`src/rtl/mips32_shift_pkg.sv`:
```
// Shared types and sizes for the sequential MIPS32 shift path.
package mips32_shift_pkg;
  localparam int WIDTH = 32;
  localparam int AMT_W = 5;

  typedef enum logic [1:0] {
    SH_SLL = 2'b00,
    SH_SRL = 2'b01,
    SH_SRA = 2'b10,
    SH_ROL = 2'b11
  } shift_op_t;

  typedef enum logic [1:0] {
    IDLE  = 2'd0,
    SHIFT = 2'd1,
    DONE  = 2'd2
  } sh_state_e;
endpackage

```
`src/rtl/mips32_shift_step.sv`:
```
// One-bit shift/rotate step; combinational so it can be shared with other
// bit-serial datapaths.
module mips32_shift_step
  import mips32_shift_pkg::*;
(
  input  logic [WIDTH-1:0] data_i,
  input  shift_op_t        op_i,
  output logic [WIDTH-1:0] data_o
);
  always_comb begin
    data_o = data_i;
    case (op_i)
      SH_SLL:  data_o = {data_i[WIDTH-2:0], 1'b0};
      SH_SRL:  data_o = {1'b0, data_i[WIDTH-1:1]};
      SH_SRA:  data_o = {data_i[WIDTH-1], data_i[WIDTH-1:1]};
      SH_ROL:  data_o = {data_i[WIDTH-2:0], data_i[WIDTH-1]};
      default: data_o = data_i;
    endcase
  end
endmodule

```
`src/rtl/mips32_seq_shifter.sv`:
```
// Handshaked shifter that performs one bit position per clock; the result
// register is only updated on entry to DONE so it holds across new operations.
module mips32_seq_shifter #(
  parameter int WIDTH = 32,
  parameter int AMT_W = 5
) (
  input  logic             clk,
  input  logic             rst_n,
  input  logic             in_valid,
  output logic             in_ready,
  input  logic [WIDTH-1:0] Shift_in,
  input  logic [AMT_W-1:0] Shift_amount,
  input  logic [1:0]       Shift_op,
  output logic             out_valid,
  input  logic             out_ready,
  output logic [WIDTH-1:0] Shift_out,
  output logic             busy
);
  import mips32_shift_pkg::*;

  sh_state_e        state_q, state_d;
  logic [WIDTH-1:0] data_q, data_d;
  logic [WIDTH-1:0] res_q, res_d;
  logic [AMT_W-1:0] cnt_q, cnt_d;
  shift_op_t        op_q, op_d;
  logic [WIDTH-1:0] step_data;

  mips32_shift_step u_step (
    .data_i (data_q),
    .op_i   (op_q),
    .data_o (step_data)
  );

  always_ff @(posedge clk or negedge rst_n) begin
    if (!rst_n) begin
      state_q <= IDLE;
      data_q  <= '0;
      res_q   <= '0;
      cnt_q   <= '0;
      op_q    <= SH_SLL;
    end else begin
      state_q <= state_d;
      data_q  <= data_d;
      res_q   <= res_d;
      cnt_q   <= cnt_d;
      op_q    <= op_d;
    end
  end

  always_comb begin
    state_d = state_q;
    data_d  = data_q;
    res_d   = res_q;
    cnt_d   = cnt_q;
    op_d    = op_q;
    case (state_q)
      IDLE: begin
        if (in_valid) begin
          data_d = Shift_in;
          op_d   = shift_op_t'(Shift_op);
          cnt_d  = Shift_amount;
          if (Shift_amount == '0) begin
            state_d = DONE;
            res_d   = Shift_in;
          end else begin
            state_d = SHIFT;
          end
        end
      end
      SHIFT: begin
        data_d = step_data;
        cnt_d  = cnt_q - AMT_W'(1);
        // Last step goes straight into the result register.
        if (cnt_q == AMT_W'(1)) begin
          state_d = DONE;
          res_d   = step_data;
        end
      end
      DONE: begin
        if (out_ready) state_d = IDLE;
      end
      default: state_d = IDLE;
    endcase
  end

  assign in_ready  = (state_q == IDLE);
  assign out_valid = (state_q == DONE);
  assign busy      = (state_q != IDLE);
  assign Shift_out = res_q;
endmodule

```
`config.mk`:
```
export PLATFORM = sky130hd
export DESIGN_NAME = mips32_seq_shifter
export DESIGN_NICKNAME = d
export VERILOG_FILES = /design/src/rtl/mips32_shift_pkg.sv /design/src/rtl/mips32_shift_step.sv /design/src/rtl/mips32_seq_shifter.sv
export SDC_FILE = /design/constraint.sdc
export NUM_CORES = 1
export LEC_CHECK = 0
export CAP_MARGIN = 10
export CORE_UTILIZATION = 45
export DETAILED_ROUTE_END_ITERATION = 16
export GPL_TIMING_DRIVEN = 0
export PLACE_DENSITY = 0.7
export SYNTH_ARGS = -nofsm -noshare
export SYNTH_HDL_FRONTEND = slang
export SYNTH_HIERARCHICAL = 1
export SYNTH_SLANG_ARGS = --single-unit
```
`constraint.sdc`:
```
create_clock -name clk -period 5.1 [get_ports clk]
set_input_delay 1.02 -clock clk [delete_from_list [all_inputs] [get_ports clk]]
set_output_delay 1.02 -clock clk [all_outputs]
set_load 0.02 [all_outputs]
```
==> impl_metrics.tcl <==
set metrics [dict create \
    critPathSlowestCell "clkdlybuf4s50_1" \
    final_core_util_pct 59.2 \
    crit_fanout 10 \
    skew_ns 0.0150 \
    multi_input_area_um2 2070 \
    status "finished clean" \
    setup_tns_ns 0 \
    die_h_um 99.6 \
    final_area_um2 5470 \
    rsz0062_at_grt "false" \
    final_cell_mix "clkdlybuf4s50_1, dfrtp_1, inv_1" \
    cp_top_family "buffers and inverters" \
    ys_types 37 \
    cts_hold_buffers 0 \
    post_dp_cell_area_um2 5230 \
    ys_seq_area_share_pct 42.6 \
    slew_violations 0 \
    dp_hpwl_um 7580 \
    synth-warning-count 6 \
    ys_seq_elements 73 \
    cts_tree "done" \
    p_per_area_nw_per_um2 691 \
    grt-ovfl-total 0 \
    gp_congestion 0.845 \
    ios 78 \
    seq_area_um2 1830 \
    routed.top_layer "met4" \
    crit_type "flip-flop to output pin" \
    cts_resized 0 \
    cts_inserted_buffers 9 \
    htreeDepth 3 \
    area_growth_pct 27.5 \
    ant_nets 0 \
    met1Wirelength_um 5080 \
    die-area_um2 9930 \
    maxSlewHeadroom_pct 61.8 \
    crit_required_ns 4.08 \
    ir_drop_mv 0.284 \
    synth_cells 431 \
    crit_path_max_incr_delay_ns 0.61 \
    synth_area_um2 4290 \
    syn_area_per_cell_um2 9.95 \
    worstMarginPinSlew_ns 0.573 \
    vias 3554 \
    port_buffers 75 \
    cts.sink_count 73 \
    clk_latency_ns 0.36 \
    drt_iter0_drc 159 \
    wl_met2_um 4930 \
    core_area_um2 9240 \
    fmax_mhz 331 \
    period_share_pct 59.2 \
    num_rows 35 \
    fp.dieW_um 99.6 \
    wl_per_cell_um 16.3 \
    antenna_found_initial 0 \
    start_kind "flip-flop" \
    drt-total-wl_um 10600 \
    clockBufferDepth 2 \
    synth_fp_nets 476 \
    final_common_cell "clkdlybuf4s50_1" \
    grt_pass1_vias 3492 \
    max_cap_viol_count 0 \
    drc 0 \
    via_per_inst 5.45 \
    setup_viol 0 \
    n_antenna_cell 0 \
    cp_cell_sequence "clkbuf_1 -> inv_1 -> nor2_1 -> clkdlybuf4s50_1" \
    cp_num_buf_inv 3 \
    groute.usage.overall_pct 22.7 \
    cts-root-buf "clkbuf_8" \
    netlist.top_cell.by_area "dfrtp_1" \
    cts_setup_buffers 0 \
    min_period_ns 3.02 \
    cp.arrival_ns 2.00 \
    grt_max_degree 68 \
    holdCritPathClass "input pin to asynchronous set/reset pin" \
    synth_top_area_share_pct 42.6 \
    clkTransAtPathRegs_ns 0.09 \
    final_nets 563 \
    initial_utilization_pct 46.4 \
    hold_viol 0 \
    grt_pass1_wl_um 17500 \
    p_leak_nw 2.42 \
    worst_setup_path_end_kind "output pin" \
    firstDrtPassIters 4 \
    drive_gt1_share_pct 13.0 \
    wl_met3_um 413 \
    synth_area_leaders "dfrtp_1, mux2_4, mux2i_1" \
    hold_ws_ns 0.474 \
    fill_cells 830 \
]
==> per-layer routing <==
metal / up-vias / global-route usage [%]
met5: - / 0
met1: 1722 / 31.5
li1: 1736 / -
met2: 82 / 35.8
met4: 0 / 9.16
met3: 14 / 3.09
==> area by class of cell <==
cell class	instances	area share, %
Buffer	46	4.53
Clock buffer	11	2.58
Clock inverter	5	1.88
Inverter	38	2.61
Multi-Input combinational cell	274	37.9
Sequential cell	73	33.4
Tap cell	129	2.95
Timing Repair Buffer	76	14.2
==> power by group <==
part           switching, mW  total, mW  internal [mW]
sequential             0.195       1.06          0.864
combinational           1.07       2.16           1.08
clock                  0.224      0.562          0.338
==> worst paths after layout <==
path | cells past startpoint | end | start | slack (ns)
min in group clk | 2 | data_q[12] | data_q[12] | 0.51
max in group asynchronous | 2 | data_q[23] | rst_n | 4.07
max | 4 | out_valid | state_q[1] | 2.08
min reg2reg | 2 | data_q[12] | data_q[12] | 0.51
min | 1 | Shift_out[10] | rst_n | 0.47
max reg2reg | 8 | Shift_out[5] | cnt_q[1] | 2.81
==> state kept, by name, indices dropped and copies added (netlist names) <==
register / count
op_q: 2
cnt_q: 5
Shift_out: 32
state_q: 2
data_q: 32
==> stage by stage <==
step | cells | worst slack (ns) | total power, mW
5_1_grt | 652 | 1.94 | 4.03
3_5_place_dp | 636 | 1.82 | 3.22
4_1_cts | 652 | 2.07 | 3.79
6_report | 652 | 2.08 | 3.78
2_1_floorplan | 431 | 2.52 | 2.61
3_3_place_gp | 635 | 0.445 | 3.17
==> cell families (layout without fill, tap and decap cells) <==
family / after synthesis / in the layout / synth area share, %
adders and majority gates: 2 / 2 / 0.583
AOI/OAI and AO/OA: 82 / 82 / 13.2
and+or+nand+nor: 120 / 120 / 14.5
xor gates and xnor gates: 1 / 1 / 0.379
DFF: 73 / 73 / 42.6
muxes: 69 / 69 / 19.7
buffers and inverters: 84 / 176 / 9.10
==> Yosys cell counts (all sizes together) <==
| cell | instances |
|---|---|
| nand2b | 2 |
| a21oi | 3 |
| nor3b | 1 |
| nor2b | 3 |
| o311ai | 1 |
| a2bb2oi | 1 |
| or3 | 1 |
| nand3b | 1 |
| a21boi | 1 |
| mux2 | 32 |
| or4 | 1 |
| clkbuf | 28 |
| dfrtp | 73 |
| buf | 18 |
| o22ai | 1 |
| o21bai | 1 |
| nand3 | 1 |
| nand2 | 36 |
| or4b | 1 |
| nor4 | 32 |
| o221ai | 1 |
| xnor2 | 1 |
| and3b | 2 |
| inv | 38 |
| a311oi | 32 |
| or2 | 1 |
| or3b | 1 |
| ha | 2 |
| mux2i | 37 |
| nor3 | 33 |
| o211ai | 5 |
| nor2 | 4 |
| o21ai | 35 |
| a22o | 1 |
No activity file was read; power rests on OpenSTA's default activity.
